===== config.mk =====
export PLATFORM = sky130hd
export DESIGN_NAME = wb_scoreboard
export DESIGN_NICKNAME = d
export VERILOG_FILES = /design/src/rtl/wb_scoreboard.sv
export SDC_FILE = /design/constraint.sdc
export NUM_CORES = 1
export LEC_CHECK = 0
export BUFFER_PORTS_ARGS = -buffer_cell sky130_fd_sc_hd__buf_2
export CORE_UTILIZATION = 53
export CTS_BUF_LIST = sky130_fd_sc_hd__clkbuf_4 sky130_fd_sc_hd__clkbuf_8 sky130_fd_sc_hd__clkbuf_16
export DETAILED_ROUTE_END_ITERATION = 10
export PLACE_DENSITY = 0.82
export SLEW_MARGIN = 20
export SYNTH_ARGS = -nofsm -noshare
export SYNTH_HDL_FRONTEND = slang
export SYNTH_SLANG_ARGS = --single-unit

===== constraint.sdc =====
create_clock -name clk -period 5.8 [get_ports clk]
set_input_delay 1.16 -clock clk [delete_from_list [all_inputs] [get_ports clk]]
set_output_delay 1.16 -clock clk [all_outputs]
set_load 0.05 [all_outputs]

===== src/rtl/wb_scoreboard.sv =====
// Regfile write-port arbiter (ALU over LU) plus long-latency destination scoreboard with decode stall.
// Latency: stall/lu_wb_ready/rf_* combinational; pend_cnt/sb_err one edge late. Backpressure: LU via lu_wb_ready, decode via stall.
module wb_scoreboard #(
  parameter int WIDTH      = 32,
  parameter int ADDR       = 5,
  parameter int MAX_PEND   = 4,
  parameter int STARVE_LIM = 8
) (
  input  logic             clk,
  input  logic             reset,
  input  logic             issue_valid,
  input  logic [ADDR-1:0]  issue_rs1,
  input  logic [ADDR-1:0]  issue_rs2,
  input  logic [ADDR-1:0]  issue_rd,
  input  logic             issue_rd_en,
  input  logic             issue_long,
  output logic             stall,
  input  logic             alu_wb_valid,
  input  logic [ADDR-1:0]  alu_wb_rd,
  input  logic [WIDTH-1:0] alu_wb_data,
  input  logic             lu_wb_valid,
  input  logic [ADDR-1:0]  lu_wb_rd,
  input  logic [WIDTH-1:0] lu_wb_data,
  output logic             lu_wb_ready,
  output logic             rf_wr_en,
  output logic [ADDR-1:0]  rf_rd,
  output logic [WIDTH-1:0] rf_wdata,
  output logic [ADDR:0]    pend_cnt,
  output logic             sb_err
);

  localparam int NREG = 1 << ADDR;
  localparam int WW   = $clog2(STARVE_LIM + 1);

  localparam logic [ADDR:0]   PEND_MAX = (ADDR+1)'(MAX_PEND);
  localparam logic [ADDR:0]   PEND_ONE = (ADDR+1)'(1);
  localparam logic [WW-1:0]   WAIT_MAX = WW'(STARVE_LIM);
  localparam logic [WW-1:0]   WAIT_ONE = WW'(1);
  localparam logic [NREG-1:0] REG_ONE  = NREG'(1);

  logic [NREG-1:0] busy;
  logic [NREG-1:0] busy_d;
  logic [NREG-1:0] ebusy;
  logic [NREG-1:0] set_mask;
  logic [NREG-1:0] clr_mask;
  logic [ADDR:0]   pend_d;
  logic [WW-1:0]   wait_cnt;
  logic [WW-1:0]   wait_d;
  logic            starve;
  logic            starve_d;

  logic alu_take;
  logic lu_fire;
  logic lu_wr;
  logic hz1;
  logic hz2;
  logic hzd;
  logic full;
  logic issue_fire;
  logic set_en;
  logic clr_en;
  logic err_ev;

  // ALU owns the port whenever it has a real destination; x0 writes never occupy it.
  assign alu_take    = !reset && alu_wb_valid && (alu_wb_rd != '0);
  assign lu_wb_ready = !reset && !alu_take;
  assign lu_fire     = lu_wb_valid && lu_wb_ready;
  assign lu_wr       = lu_fire && (lu_wb_rd != '0);

  always_comb begin
    rf_wr_en = 1'b0;
    rf_rd    = '0;
    rf_wdata = '0;
    if (alu_take) begin
      rf_wr_en = 1'b1;
      rf_rd    = alu_wb_rd;
      rf_wdata = alu_wb_data;
    end else if (lu_wr) begin
      rf_wr_en = 1'b1;
      rf_rd    = lu_wb_rd;
      rf_wdata = lu_wb_data;
    end
  end

  // A result landing this cycle is forwarded by the regfile's negedge write.
  assign clr_mask = lu_wr ? (REG_ONE << lu_wb_rd) : '0;
  assign ebusy    = busy & ~clr_mask;

  assign hz1  = (issue_rs1 != '0) && ebusy[issue_rs1];
  assign hz2  = (issue_rs2 != '0) && ebusy[issue_rs2];
  assign hzd  = issue_rd_en && (issue_rd != '0) && ebusy[issue_rd];
  assign full = issue_long && issue_rd_en && (issue_rd != '0) &&
                (pend_cnt == PEND_MAX) && !lu_fire;

  assign stall      = reset || starve || (issue_valid && (hz1 || hz2 || hzd || full));
  assign issue_fire = issue_valid && !stall;

  assign set_en   = issue_fire && issue_long && issue_rd_en && (issue_rd != '0);
  assign set_mask = set_en ? (REG_ONE << issue_rd) : '0;
  assign clr_en   = lu_wr && busy[lu_wb_rd];
  assign err_ev   = lu_wr && !busy[lu_wb_rd];

  always_comb begin
    busy_d = (busy | set_mask) & ~(clr_en ? clr_mask : '0) & ~REG_ONE;
    pend_d = pend_cnt;
    if (set_en && !clr_en) begin
      pend_d = pend_cnt + PEND_ONE;
    end else if (!set_en && clr_en) begin
      pend_d = pend_cnt - PEND_ONE;
    end
  end

  // Starvation counter saturates; the flag holds until the LU finally gets the port.
  always_comb begin
    wait_d = wait_cnt;
    if (lu_fire || !lu_wb_valid) begin
      wait_d = '0;
    end else if (wait_cnt != WAIT_MAX) begin
      wait_d = wait_cnt + WAIT_ONE;
    end
    starve_d = !lu_fire && (starve || (wait_cnt == WAIT_MAX));
  end

  always_ff @(posedge clk) begin
    if (reset) begin
      busy     <= '0;
      pend_cnt <= '0;
      wait_cnt <= '0;
      starve   <= 1'b0;
      sb_err   <= 1'b0;
    end else begin
      busy     <= busy_d;
      pend_cnt <= pend_d;
      wait_cnt <= wait_d;
      starve   <= starve_d;
      sb_err   <= sb_err | err_ev;
    end
  end

endmodule


==> results of run 1 <==
## layout make-up
| type | instances | area share (%) |
|---|---|---|
| Multi-Input combinational cell | 486 | 62.5 |
| Timing Repair Buffer | 165 | 16.2 |
| Sequential cell | 43 | 15.6 |
| Tap cell | 105 | 2.38 |
| Clock buffer | 5 | 1.25 |
| Inverter | 18 | 1.22 |
| Clock inverter | 3 | 0.793 |
## flip-flops by register name, indices dropped and copies added (netlist names)
signal and cells:
starve 1, pend_cnt 6, wait_cnt 4, busy 31, sb_err 1
## worst max path at each step
stage	endpoint	slack, ps	from
after floorplan	stall	750	reset
after global placement	pend_cnt[5]	160	lu_wb_rd[2]
after detailed placement	pend_cnt[5]	110	lu_wb_rd[2]
after CTS	pend_cnt[5]	410	lu_wb_rd[2]
after global routing	pend_cnt[5]	130	lu_wb_rd[2]
final	pend_cnt[5]	370	lu_wb_rd[2]
## cells by family after synthesis
logic type / synth area share, %
muxes: 8.07
and+or+nand+nor: 23.1
buffers and inverters: 7.43
adders and majority gates: 2.31
DFF: 18.5
xor gates and xnor gates: 2.64
AOI/OAI and AO/OA: 37.9
## layer usage
metal  part of all wire, %  up-vias  global-route usage [%]
met5                     0        -                       0
met4                   5.1        0                    20.8
met3                    13       80                    8.61
met2                    45      509                    68.4
met1                    37     2730                    56.7
li1                      -     2578                       -
## synthesized netlist by cell type (10+ instances only)
library cell  instances
nand3_1              16
a21oi_1              34
nor2_1               48
o21ai_0              31
o211ai_1             21
a22o_1               58
nor3_1               11
a31oi_1              19
and3_1               16
xnor2_1              10
nand2_1              50
clkbuf_1             31
buf_2                12
nor2b_1              11
a211oi_1             17
mux4_2               11
inv_1                17
dfxtp_1              43
## stage by stage
step	hold WS [ps]	cell area [µm²]
after floorplan	442	4650
after global placement	460	5400
after detailed placement	471	5400
after CTS	490	5510
after global routing	523	5520
final	499	5520
## worst max-delay path, stage by stage
cell and delay, ps:
buf_2 210, nor2b_1 660, nand2_1 300, o41ai_1 570, a221o_1 200, a21boi_0 100, a211oi_2 250, and3_1 250
and3_1 180, ha_1 190, inv_1 120, ha_1 290, a21o_1 180, a21oi_1 210, o21bai_1 80, a21oi_1 170
xnor2_1 100, or3_1 310, a21oi_1 140
## power groups by stage
stage                     sequential [mW]  clock [mW]  combinational, mW
after global placement              0.307           0              0.315
after CTS                           0.300       0.251              0.320
after global routing                0.301       0.259              0.342
after floorplan                     0.313           0              0.208
final                               0.300       0.252              0.328
after detailed placement            0.307           0              0.319
==> metrics.txt, run 1 <==
run status complete, no violations; Ys Warns 0; core area 8340 µm²; worst relative slew slack 33.0%; WHS Path Cells 2; Clock Latency Late Sink 310 ps; Yosys reg bits 43; Synth area leader dfxtp_1; Worst EP required 6040 ps; Syn Area/Cell 7.69 µm²; Hold Vio Cnt, Final 0; CTS tree done; pwr/cell area 159 nW/µm²; worst min-delay path class reg2reg; maximum root-to-sink buffer count 2; H-tree depth reported by CTS 2; Final period util 93.5%; site row count 33; critical path class in2reg; R2R Setup Slk 1850 ps; fmax 184 MHz; largest net degree at the start of global routing 47; Cell Count Post-Placement 817; Post-Layout Cell Count 825; power share of the sequential group 34.1%; Area contributors post-synth dfxtp_1 19%, a22o_1 11%, mux4_2 5.3%; post-CTS setup buffer count 0; Pint 529 µW; Net Count, Synth 709; WL/cell 24.0 µm; initial antenna violation count 0; setup_tns 0 ps; Sw Pwr 351 µW; ys async rst share 0%; Synth Cell Area 4650 µm²; max-slew violations 0; clock transition at the registers of the reported paths 90 ps; hold endpoint busy[1]; final core utilization 66.2%; Post-synth EDFFs 0; Yosys top cell area share 18.5%; worst slack at placement 112 ps; post-CTS sizing 0; gpl congestion 1.10; Vias/cell 7.15; post-synthesis cell count 605; clock network power share 28.7%; Post-Route WL 19.8 mm; nature of the critical path endpoint register; worst setup margin 375 ps; ys flop type dfxtp_1; # IOs 143; dpl hpwl 15.2 mm; routed vias 5897; die area 9150 µm²; root buffer cell clkbuf_8; register area 861 µm²; Seq/Total Area, Yosys 18.5%; Initial Util 55.7%; worst slew pin tran 1000 ps; cts bufs inserted 5; Fillers 749; PortBufs 142; DR pass1 iterations 6; first-pass GRT wire length 29.5 mm; Setup Skew 12.2 ps; Switching Share 39.8%; Pleak 2.30 nW; drt initial violations 926; Nets 823; Syn-to-layout area delta 18.7%; vias in the first global route 5297; DRC violation count after routing 0; fin crit period 5430 ps; CP Launch Type primary input; number of routed nets with antenna violations 0; total power draw 880 µW; gr ovfl total 0; most common cell after layout, fill and taps aside buf_2; share of cells above drive strength 1 28.6%; crit-path max FO 15; most frequent cells in the layout 142 x buf_2, 58 x a22o_1, 50 x nand2_1, 45 x nor2_1, 43 x dfxtp_1; Hold Startpoint busy[1]; Peak supply drop 0.000139 V; Die Ht 95.7 µm; Worst EP arrival 5660 ps; Tot GR Track Use 43.4%; ant diodes 0; r2r endpoint pend_cnt[5]; cell depth of the worst flop-to-flop path 17; launch point of the worst reg-to-reg path busy[30]; unrepaired setup endpoints after global routing false; Comb pwr share 37.2%; CTS sink count 43; chip width 95.7 µm; Setup violations, final 0; multi-input logic area 3450 µm²; Distinct cells, synth 79; Max Cap Violations 0; cts-stage hold buffer count 0
(Power assumes the default switching activity.)
==> run 2, diff against run 1 <==
--- a/config.mk
+++ b/config.mk
@@ -6,10 +6,11 @@
 export NUM_CORES = 1
 export LEC_CHECK = 0
 export BUFFER_PORTS_ARGS = -buffer_cell sky130_fd_sc_hd__buf_2
-export CORE_UTILIZATION = 53
+export CORE_ASPECT_RATIO = 0.8
+export CORE_UTILIZATION = 46
 export CTS_BUF_LIST = sky130_fd_sc_hd__clkbuf_4 sky130_fd_sc_hd__clkbuf_8 sky130_fd_sc_hd__clkbuf_16
 export DETAILED_ROUTE_END_ITERATION = 10
-export PLACE_DENSITY = 0.82
+export PLACE_DENSITY = 0.73
 export SLEW_MARGIN = 20
 export SYNTH_ARGS = -nofsm -noshare
 export SYNTH_HDL_FRONTEND = slang
==> metrics.txt, run 2 (synthesis results as in run 1) <==
maximum root-to-sink buffer count 2; clock network power share 31.4%; Pint 573 µW; clock transition at the registers of the reported paths 70 ps; PortBufs 142; Largest register FFs 31; Setup violations, final 0; fin crit period 5320 ps; worst slew pin tran 964 ps; fmax 188 MHz; gr ovfl total 0; Setup Skew 11.2 ps; chip width 114 µm; CP Launch Point lu_wb_rd[2]; most common cell after layout, fill and taps aside buf_2; Hold Startpoint busy[1]; site row count 32; cts-stage hold buffer count 0; unrepaired setup endpoints after global routing false; H-tree depth reported by CTS 2; first-pass GRT wire length 29.8 mm; Max Cap Violations 0; CTS sink count 43; final core utilization 57.7%; Pleak 2.33 nW; launch point of the worst reg-to-reg path busy[11]; run status complete, no violations; Syn-to-layout area delta 20.8%; Worst EP required 6020 ps; cts bufs inserted 5; Switching Share 38.0%; CTS tree done; # IOs 143; Initial Util 47.8%; Sw Pwr 351 µW; ordered cell list for the critical path buf_2 > nor2_2 > nor4bb_1 > nand2_1 > a31oi_1 > a211oi_1 > a211oi_2 > and3_1 > and3_1 > ha_1 > inv_1 > ha_1 > a21o_1 > a21oi_1 > o21bai_1 > a21oi_1 > xnor2_1 > or3_1 > a21oi_1; slowest cell on the critical path nor4bb_1; Die Ht 91.9 µm; max-slew violations 0; WL/cell 23.4 µm; nature of the critical path endpoint register; max incr delay on CP 550 ps; Hold WS 482 ps; largest net degree at the start of global routing 56; initial antenna violation count 0; Nets 827; Worst EP arrival 5550 ps; Reg with most FFs busy; gpl congestion 1.02; Tot GR Track Use 37.4%; DRC violation count after routing 0; multi-input logic area 3460 µm²; Clock Latency Late Sink 290 ps; Vias/cell 6.71; Final period util 91.7%; worst relative slew slack 35.6%; power share of the sequential group 32.5%; number of routed nets with antenna violations 0; share of cells above drive strength 1 29.0%; Fillers 932; Hold Vio Cnt, Final 0; crit-path most repeated cell a21oi_1; register area 861 µm²; core area 9730 µm²; Post-Route WL 20.1 mm; Comb pwr share 36.0%; CP Launch Type primary input; setup_tns 0 ps; most frequent cells in the layout 142 x buf_2, 58 x a22o_1, 50 x nand2_1, 45 x nor2_1, 43 x dfxtp_1; Peak supply drop 0.000135 V; critical path class in2reg; worst min-delay path class reg2reg; ant diodes 0; crit-path max FO 13; routed vias 5768; Largest regs busy x31, pend_cnt x6, wait_cnt x4; vias in the first global route 5063; root buffer cell clkbuf_16; drt initial violations 925; dpl hpwl 15.1 mm; die area 10500 µm²; pwr/cell area 164 nW/µm²; DR pass1 iterations 6
run 2: cell count changes in the layout (fill, tap and decap cells not counted):
cell / change
buf_12: -1
buf_4: +5
bufinv_16: -1
clkbuf_16: +5
clkbuf_8: -4
clkinv_2: -1
clkinv_4: -1
inv_6: +1
nor4_1: -1
nor4_2: +1
run 2: final timing paths:
kind	cells after the start	slack, ps	endpoint
worst max-delay path	19	480	pend_cnt[5]
worst min-delay path	2	480	busy[1]
worst max register to register	18	1750	pend_cnt[5]
worst min register to register	2	480	busy[1]
run 2: cell type report:
type | count | share of cell area (%)
Sequential cell | 43 | 15.3
Clock buffer | 6 | 2.47
Timing Repair Buffer | 169 | 16.3
Tap cell | 136 | 3.03
Inverter | 18 | 1.20
Multi-Input combinational cell | 486 | 61.6
Clock inverter | 1 | 0.156
run 2: through the flow:
step	power, mW	setup WS [ps]	std cells	instance area, µm²
3_3_place_gp	0.628	104	852	5460
4_1_cts	0.916	338	859	5610
6_report	0.924	479	859	5620
2_1_floorplan	0.521	749	605	4650
5_1_grt	0.954	193	859	5620
3_5_place_dp	0.628	58.7	852	5460
run 2: power by group through the flow:
stage                     Clock, mW  Sequential [mW]  Combinational [mW]
after floorplan                   0            0.313               0.208
after global placement            0            0.307               0.321
after detailed placement          0            0.307               0.321
after CTS                     0.293            0.300               0.323
after global routing          0.306            0.301               0.348
final                         0.290            0.300               0.333
run 2: critical path, delay by kind of cell:
family / cells / cell delay, ps
AND/OR/NAND/NOR: 6 / 2040
buffers and inverters: 2 / 310
AO/OA/AOI/OAI: 8 / 1470
XOR/XNOR: 1 / 90
adder cells (fa/ha/maj): 2 / 460
run 2: layer usage:
| layer | up-vias | share of wire (%) | track usage (%) |
|---|---|---|---|
| met4 | 0 | 3.5 | 13.5 |
| met1 | 2683 | 42 | 54.4 |
| met2 | 430 | 42 | 52.1 |
| met5 | - | 0 | 0 |
| met3 | 67 | 13 | 10.1 |
| li1 | 2588 | - | - |
run 2: repair_timing:
item | in CTS | in global routing
resized for setup | 0 | 1
setup buffers | 0 | 0
endpoints found under the hold margin | 0 | 0
setup endpoints to repair | 0 | 1
==> run 3, diff against run 2 <==
--- a/config.mk
+++ b/config.mk
@@ -7,10 +7,9 @@
 export LEC_CHECK = 0
 export BUFFER_PORTS_ARGS = -buffer_cell sky130_fd_sc_hd__buf_2
 export CORE_ASPECT_RATIO = 0.8
-export CORE_UTILIZATION = 46
+export CORE_UTILIZATION = 33
 export CTS_BUF_LIST = sky130_fd_sc_hd__clkbuf_4 sky130_fd_sc_hd__clkbuf_8 sky130_fd_sc_hd__clkbuf_16
 export DETAILED_ROUTE_END_ITERATION = 10
-export PLACE_DENSITY = 0.73
 export SLEW_MARGIN = 20
 export SYNTH_ARGS = -nofsm -noshare
 export SYNTH_HDL_FRONTEND = slang
==> constraint.sdc (replaced) <==
create_clock -name clk -period 5.8 [get_ports clk]
set_input_delay 1.16 -clock clk [delete_from_list [all_inputs] [get_ports clk]]
set_output_delay 1.16 -clock clk [all_outputs]
set_load 0.005 [all_outputs]
==> metrics.txt, run 3 (synthesis results as in run 1) <==
run status complete, no violations; critical path class in2reg; Placement Cell Area 5560 µm²; ant diodes 0; CP Launch Type primary input; Tot GR Track Use 26.7%; CTS sink count 43; root buffer cell clkbuf_16; post-CTS setup buffer count 0; cell family with most CP delay simple AND/OR/NAND/NOR gates; Syn-to-layout area delta 22.9%; Final period util 91.1%; CTS tree done; worst min-delay path class reg2reg; fin crit period 5290 ps; Die Ht 108 µm; gpl congestion 1.02; Setup violations, final 0; drt initial violations 589; dpl hpwl 15.4 mm; setup_tns 0 ps; Worst EP arrival 5510 ps; Pleak 2.36 nW; Largest regs busy x31, pend_cnt x6, wait_cnt x4; clock transition at the registers of the reported paths 70 ps; register area 861 µm²; Post-Route WL 19.9 mm; crit-path most repeated cell a21oi_1; DRC violation count after routing 0; vias in the first global route 5241; Peak supply drop 0.000164 V; Setup Skew 6.97 ps; share of cells above drive strength 1 29.5%; die area 14600 µm²; unrepaired setup endpoints after global routing false; crit-path max FO 18; cts-stage hold buffer count 0; DR pass1 iterations 5; WL/cell 21.8 µm; post-CTS sizing 0; nature of the critical path endpoint register; routed vias 5687; ordered cell list for the critical path buf_2 > and2_1 > nand2_1 > o21ai_0 > buf_4 > o221ai_1 > a311oi_1 > nor2_1 > nor3_4 > and3_1 > ha_1 > inv_1 > ha_1 > a21o_1 > a21oi_1 > o21bai_1 > a21oi_1 > xnor2_1 > or3_1 > a21oi_1; site row count 38; design area 5710 µm²; Nets 833; Hold Vio Cnt, Final 0; initial antenna violation count 0; core area 13600 µm²; maximum root-to-sink buffer count 2; Initial Util 34.1%; PortBufs 142; gr ovfl total 0; largest net degree at the start of global routing 52; max incr delay on CP 510 ps; most frequent cells in the layout 142 x buf_2, 58 x a22o_1, 50 x nand2_1, 46 x nor2_1, 43 x dfxtp_1; max-slew violations 0; Vias/cell 6.25; Largest register FFs 31; worst slew pin tran 917 ps; Fillers 1388; Clock Latency Late Sink 290 ps; Max Cap Violations 0; multi-input logic area 3450 µm²; slowest cell on the critical path and2_1; final core utilization 41.9%; cts bufs inserted 5; number of routed nets with antenna violations 0; fmax 189 MHz; worst relative slew slack 38.8%; chip width 135 µm; sum of buffers and inverters on the critical path 3; Reg with most FFs busy; most common cell after layout, fill and taps aside buf_2; # IOs 143; first-pass GRT wire length 29.9 mm; pwr/cell area 152 nW/µm²; Worst EP required 6020 ps; H-tree depth reported by CTS 2
-- run 3: metrics by stage --
step | hold WS [ps] | worst slack, ps | total power, mW | cells
final | 472 | 514 | 0.866 | 910
after global routing | 517 | 232 | 0.897 | 910
after CTS | 477 | 614 | 0.861 | 910
after detailed placement | 460 | 324 | 0.558 | 902
after global placement | 455 | 362 | 0.556 | 902
after floorplan | 442 | 943 | 0.452 | 605
-- run 3: power breakdown --
part | switching [mW] | total, mW | internal [mW]
registers | 0.00266 | 0.300 | 0.297
logic | 0.153 | 0.257 | 0.105
clock network | 0.136 | 0.308 | 0.173
total | 0.291 | 0.866 | 0.575
-- run 3: path summary, 6_finish.rpt --
kind                  to  slack [ps]  cells past startpoint         from
max          pend_cnt[5]         510                     20  lu_wb_rd[1]
min               sb_err         470                      2       sb_err
max reg2reg  pend_cnt[5]        1630                     18      busy[9]
min reg2reg       sb_err         470                      2       sb_err
-- run 3: layer usage --
layer	global-route usage, %	wire [µm]
met5	0	0
met4	8.27	574
met3	7.45	2160
met2	39.1	8440
met1	37.4	8680
-- run 3: worst reg2reg max path: cells and delay by family (launching register included) --
kind | cells | cell delay [ps]
multiplexers | 1 | 130
AND/OR/NAND/NOR | 5 | 1410
buffers and inverters | 1 | 160
flip-flops | 1 | 490
AO/OA/AOI/OAI | 8 | 1360
adder cells (fa/ha/maj) | 2 | 470
XOR/XNOR | 1 | 100
-- run 3: cell type report --
| cell class | count | share of cell area, % |
|---|---|---|
| tap | 180 | 3.94 |
| clock inverter | 2 | 0.241 |
| timing repair buffer | 175 | 16.8 |
| inverter | 18 | 1.18 |
| sequential | 43 | 15.1 |
| clock buffer | 6 | 2.43 |
| multi-input combinational | 486 | 60.4 |
